--- config.mk ---
export PLATFORM = sky130hd
export DESIGN_NAME = serial_subtractor
export DESIGN_NICKNAME = d
export VERILOG_FILES = /design/src/rtl/serial_subtractor.sv
export SDC_FILE = /design/constraint.sdc
export NUM_CORES = 1
export LEC_CHECK = 0
export CAP_MARGIN = 20
export CORE_MARGIN = 2
export CORE_UTILIZATION = 35
export CTS_CLUSTER_DIAMETER = 30
export DETAILED_ROUTE_END_ITERATION = 16
export PLACE_DENSITY = 0.66
export SETUP_SLACK_MARGIN = 0.2
export SLEW_MARGIN = 5
export SYNTH_ARGS = -nofsm -noshare
export SYNTH_HDL_FRONTEND = slang
export SYNTH_SLANG_ARGS = --single-unit
--- constraint.sdc ---
create_clock -name clk -period 2.2 [get_ports clk]
set_clock_uncertainty 0.15 [all_clocks]
set_input_delay 0.33 -clock clk [delete_from_list [all_inputs] [get_ports clk]]
set_output_delay 0.33 -clock clk [all_outputs]
set_load 0.1 [all_outputs]
--- src/rtl/serial_subtractor.sv ---
// Bit-serial subtractor: a - b - bin over WIDTH clocks, LSB first.
// Result and borrow are registered on entry to DONE and held until the next DONE.
module serial_subtractor #(
  parameter int WIDTH = 4
) (
  input  logic             clk,
  input  logic             rst,
  input  logic             start,
  input  logic [WIDTH-1:0] a,
  input  logic [WIDTH-1:0] b,
  input  logic             bin,
  output logic             busy,
  output logic             done,
  output logic [WIDTH-1:0] diff,
  output logic             bout
);

  localparam int CW = $clog2(WIDTH + 1);

  typedef enum logic [1:0] {
    IDLE,
    RUN,
    DONE
  } state_t;

  state_t           state_q;
  logic [WIDTH-1:0] a_q;
  logic [WIDTH-1:0] b_q;
  logic [WIDTH-1:0] res_q;
  logic [WIDTH-1:0] diff_q;
  logic [CW-1:0]    cnt_q;
  logic             br_q;
  logic             bout_q;
  logic             busy_q;
  logic             done_q;

  logic             a0;
  logic             b0;
  logic             d_bit;
  logic             br_d;
  logic [WIDTH-1:0] res_d;
  logic             last;

  // One full-subtractor cell applied to the current LSBs.
  always_comb begin
    a0    = a_q[0];
    b0    = b_q[0];
    d_bit = a0 ^ b0 ^ br_q;
    br_d  = (~a0 & b0) | (~(a0 ^ b0) & br_q);
    res_d = {d_bit, res_q[WIDTH-1:1]};
    last  = (cnt_q == CW'(WIDTH - 1));
  end

  always_ff @(posedge clk or posedge rst) begin
    if (rst) begin
      state_q <= IDLE;
      a_q     <= '0;
      b_q     <= '0;
      res_q   <= '0;
      diff_q  <= '0;
      cnt_q   <= '0;
      br_q    <= 1'b0;
      bout_q  <= 1'b0;
      busy_q  <= 1'b0;
      done_q  <= 1'b0;
    end else begin
      unique case (state_q)
        IDLE: begin
          if (start) begin
            a_q     <= a;
            b_q     <= b;
            br_q    <= bin;
            res_q   <= '0;
            cnt_q   <= '0;
            busy_q  <= 1'b1;
            state_q <= RUN;
          end
        end
        RUN: begin
          a_q   <= a_q >> 1;
          b_q   <= b_q >> 1;
          br_q  <= br_d;
          res_q <= res_d;
          cnt_q <= cnt_q + 1'b1;
          // The final bit lands in diff on the same edge it is computed.
          if (last) begin
            diff_q  <= res_d;
            bout_q  <= br_d;
            done_q  <= 1'b1;
            state_q <= DONE;
          end
        end
        DONE: begin
          done_q  <= 1'b0;
          busy_q  <= 1'b0;
          state_q <= IDLE;
        end
        default: begin
          state_q <= IDLE;
        end
      endcase
    end
  end

  assign busy = busy_q;
  assign done = done_q;
  assign diff = diff_q;
  assign bout = bout_q;

endmodule

# After elaboration in Yosys (flattened, before gate mapping)
# Cells that the tools add are included.
# classes
n_addsub	1
n_mul	0
div	0
order_cmp	0
eq_ne	5
shifts	0
mux	17
n_bitwise	7
reduce_logical	9
# op_table
cell	count
4-bit case mux with 2 select lines	3
4-bit two-way mux	3
2-bit AND reduction	5
1-bit case mux with 2 select lines	3
3-bit case mux with 2 select lines	1
2-bit nonzero test	3
2-bit two-way mux	2
2-bit != test (second input constant)	2
2-bit case mux with 2 select lines	1
3-bit by 1-bit adder with 3-bit output (second input constant)	1
3-bit by 2-bit equality test with 1-bit output (second input constant)	1
1-bit two-way mux	3
3-bit two-way mux	1
1-bit AND	2
2-bit by 1-bit equality test with 1-bit output (second input constant)	1
2-bit equality test (second input constant)	1
2-bit zero test	1
1-bit inverter	2
1-bit bitwise XOR	2
1-bit bitwise OR	1
# totals
ff_bits	25
latchBits	0
ramBits	0
romBits	0
output_inout_bits	7
wordCells	49
mem_count	0

# Depth between registers and ports, before layout
# logic_depth
ltp_word	5
mapped_depth	5
mapped_depth_nobuf	5

# Worst setup path after synthesis
# Ideal clock, no wire load.
# synth_path
path_kind	flip-flop to flip-flop
start	register cnt_q[0]
end	register diff_q[0] (netlist: diff[0])
setup_time_ns	0.126
t_arrival_ns	1.216
slack_ns	0.708
path_stages_with_launch	5
path_cell_list	dfrtp_1 -> ha_1 -> ha_1 -> nand3b_4 -> mux2_2
# synth_via
elab_chain_cells	2
# synth_rtl
element	line	rtl
start: declaration	31	logic [CW-1:0] cnt_q;
start signal: assignment	84	cnt_q <= cnt_q + 1'b1;
3-bit by 2-bit equality test with 1-bit output	51	last = (cnt_q == CW'(WIDTH - 1));
2-bit AND reduction (no line)	n/a	
end signal: assignment	87	diff_q <= res_d;
end: declaration	30	logic [WIDTH-1:0] diff_q;
# Every way passes these cells.
# A chain may end at the register's enable or synchronous reset.

# Final worst setup path
# layout_path
start	register state_q[0]
end	register res_q[1]
# layout_via
elab_chain_cells	3
# layout_rtl
element	line	rtl
start: declaration	26	state_t state_q;
start signal: assignment	56	state_q <= IDLE;
start signal: assignment	76	state_q <= RUN;
start signal: assignment	90	state_q <= DONE;
2-bit by 1-bit equality test with 1-bit output / 2-bit zero test (equally long branches)	67	unique case (state_q)
2-bit nonzero test (no line) / 2-bit != test (equally long branches)	n/a	
2-bit AND reduction (no line)	n/a	
end signal: assignment	83	res_q <= res_d;
end: declaration	29	logic [WIDTH-1:0] res_q;
# Parallel ways exist; a longest one is shown, timed or not.

==> out/results.ini <==
[route]
drt_iter0_drc = 24
firstDrtPassIters = 4
wire_per_inst_um = 14.64
routed_wl_um = 2049
vias = 727
ant_nets = 0
drc = 0
viasPerCell = 5.193

[global_route]
grt_usage_pct = 13.34
grt_pass1_vias = 793
use_met1_pct = 15.92
met2_usage_pct = 22.45
grt_pass1_wl_um = 3456
grtUsageMet3_pct = 1.965
top_usage_layer = met2
grt_max_degree = 25
antenna_found_initial = 0
grt.overflow.total = 0

[floorplan]
die_y_um = 59.38
core_area_mm2 = 0.002978
die_w_um = 59.38
row_count = 20
dieArea_mm2 = 0.003526
initial_core_util_pct = 36.05
io_pins = 19

[synth]
postSynth.asyncResetShare_pct = 100.0
synth-warning-count = 0
synth_mux_area_share_pct = 4.196
synth_edf_count = 0
yosys.area_share.simple_pct = 11.31
syn-num-nets = 103
synth_seq_area_share_pct = 55.94
syn_area_mm2 = 0.001074
synth_compound_area_share_pct = 19.23
synth_xor_area_share_pct = 0
ys.flop_type = dfrtp_1
yosys.area_share.adder_pct = 4.196
synth_cells = 88
yosys.area.top_type = dfrtp_1
synth_area_per_cell_um2 = 12.20
yosys-top-cells-area = dfrtp_1 (56%), a22o_1 (4.9%), mux2_2 (4.2%), a21oi_1 (2.8%), o311a_1 (2.8%)
synth_top_family_by_area = compound AO/OA/AOI/OAI gates
post-synth-top-area-fraction_pct = 55.94
synthDistinctLibCells = 26
ys_ff_latch = 24

[finish]
fin_util_pct = 43.19
drive_gt1_share_pct = 17.76
syn_to_final_growth_pct = 19.81
fin_area_mm2 = 0.001286
fillCellCount = 281
diodes = 0
regArea_um2 = 600.6
nNetsFinal = 124
multi_input_area_um2 = 417.9

[outcome]
status = completed

[cts]
cts_htree_levels = 1
cts_num_sinks = 24
hold_buffers = 0
clockBufferDepth = 2
clkTransAtPathRegs_ns = 0.12
post_cts_resized = 0
insertion_delay_ns = 0.30
numCtsBuffers = 3
cts_tree = yes
cts_setup_buffers = 0
cts_root_buf = clkbuf_4

[critical_path]
path_cells = inv_2 > nor2_1 > a22o_1
r2r-start = state_q[0]$_DFFE_PP0P_
r2r-end = res_q[1]$_DFFE_PP0P_
critPathRequiredTime_ns = 2.30
cp-endpoint = res_q[1]$_DFFE_PP0P_
rrSetupSlack_ns = 0.55
cp-end-kind = flop
slowest_delay_ns = 0.69
critPathKind = flop to flop
cp-start-kind = flop
cp.arrival_ns = 1.75
cp-startpoint = state_q[0]$_DFFE_PP0P_
reg2regPathDepth = 3
slowest_stage = dfrtp_1
path_max_fanout = 15

[timing]
slew_violations = 0
worst_pin_slew_ns = 0.5275
fmax_mhz = 604.9
rsz0062_at_grt = false
finalHoldViolCount = 0
final.min_clock_period_ns = 1.653
fin_crit_sh_pct = 75.14
slew_headroom_pct = 64.83
setup_tns_ns = 0
setup_viol_count_final = 0

[run]
drv_cap = 0

[power_and_ir_drop]
leakagePower_nw = 0.6016
finalPower_w = 0.002079
power_density_mw_per_mm2 = 1616
ir_drop_v = 0.0003513

[placement]
dp_hpwl_um = 1488
gp_congestion = 0.8009
dpl_cell_area_mm2 = 0.001264
io_buffers = 18

[worst_hold_path]
hp-class = input pin to asynchronous set/reset pin

cells in the final DEF (no fill, tap or decap), drive strengths merged:
cell | synthesis | routed
ha | 2 | 2
a2bb2oi | 1 | 1
buf | 3 | 8
o2bb2ai | 1 | 1
dfrtp | 24 | 24
nor3b | 2 | 2
o21bai | 1 | 1
fa | 1 | 1
nand3b | 1 | 1
o21ai | 2 | 2
a32o | 1 | 1
a22o | 6 | 6
a221oi | 1 | 1
a21oi | 6 | 6
nand2b | 2 | 2
and3 | 1 | 1
o311a | 3 | 3
o22ai | 2 | 2
inv | 9 | 9
o22a | 2 | 2
clkbuf | 0 | 3
clkdlybuf4s50 | 0 | 11
mux2 | 4 | 4
nand2 | 6 | 6
nor2 | 4 | 4
or4b | 3 | 3
worst max-delay path, delay by kind of cell, from the launching register on:
| family | cells | cell delay [ns] |
|---|---|---|
| buffers and inverters | 1 | 0.19 |
| AOI/OAI and AO/OA | 1 | 0.21 |
| and+or+nand+nor | 1 | 0.35 |
| DFF | 1 | 0.69 |
worst min-delay path by stage:
stage                     slack, ns              endpoint  cells after the start
after global placement         0.32      bout$_DFFE_PP0P_                      2
after CTS                      0.20  res_q[1]$_DFFE_PP0P_                      3
after global routing           0.22  res_q[1]$_DFFE_PP0P_                      3
after detailed placement       0.34      bout$_DFFE_PP0P_                      2
after floorplan                0.19    a_q[0]$_DFFE_PP0P_                      1
final                          0.20   diff[0]$_DFFE_PP0P_                      3
sequential cells by signal, summed over array words and instances (netlist names), 2 cells and up:
register and count:
a_q 4, state_q 2, cnt_q 3, res_q 3
diff 4, b_q 4
Yosys cell counts, drive strengths merged, types with 2 or more instances:
| cell type | number |
|---|---|
| o22a | 2 |
| dfrtp | 24 |
| o22ai | 2 |
| or4b | 3 |
| inv | 9 |
| mux2 | 4 |
| buf | 3 |
| nand2 | 6 |
| a22o | 6 |
| nor2 | 4 |
| o311a | 3 |
| nand2b | 2 |
| nor3b | 2 |
| o21ai | 2 |
| ha | 2 |
| a21oi | 6 |
where the power goes:
group	internal [W]	total [W]	leakage, nW	switching, W
clock	0.0000639	0.000182	0.0138	0.000118
combinational	0.000386	0.00110	0.299	0.000718
sequential	0.000637	0.000792	0.289	0.000155
layout make-up:
type	instances	share of cell area (%)
clock buffers	3	1.751
inverters	9	2.626
flip-flops and latches	24	46.69
multi-input cells	52	32.49
well taps	33	3.210
repair buffers	19	13.23
cells by family after synthesis:
kind of cell    after synthesis
compound gates               26
fa+ha+maj                     3
buf+inv                      12
flops                        24
mux                           4
simple gates                 19
through the flow:
stage	hold WS [ns]	std cells	setup WS [ns]
finish	0.2006	140	0.5469
global route	0.2176	140	0.3795
CTS	0.2005	140	0.5267
detailed placement	0.3391	137	0.3115
global placement	0.3241	137	0.3464
floorplan	0.1946	88	0.7082
routing by layer:
layer,routed length [um],up-vias
met3,31,4
li1,-,359
met5,0,-
met4,40,0
met1,915,358
met2,1061,6
No activity file was read; power rests on OpenSTA's default activity.
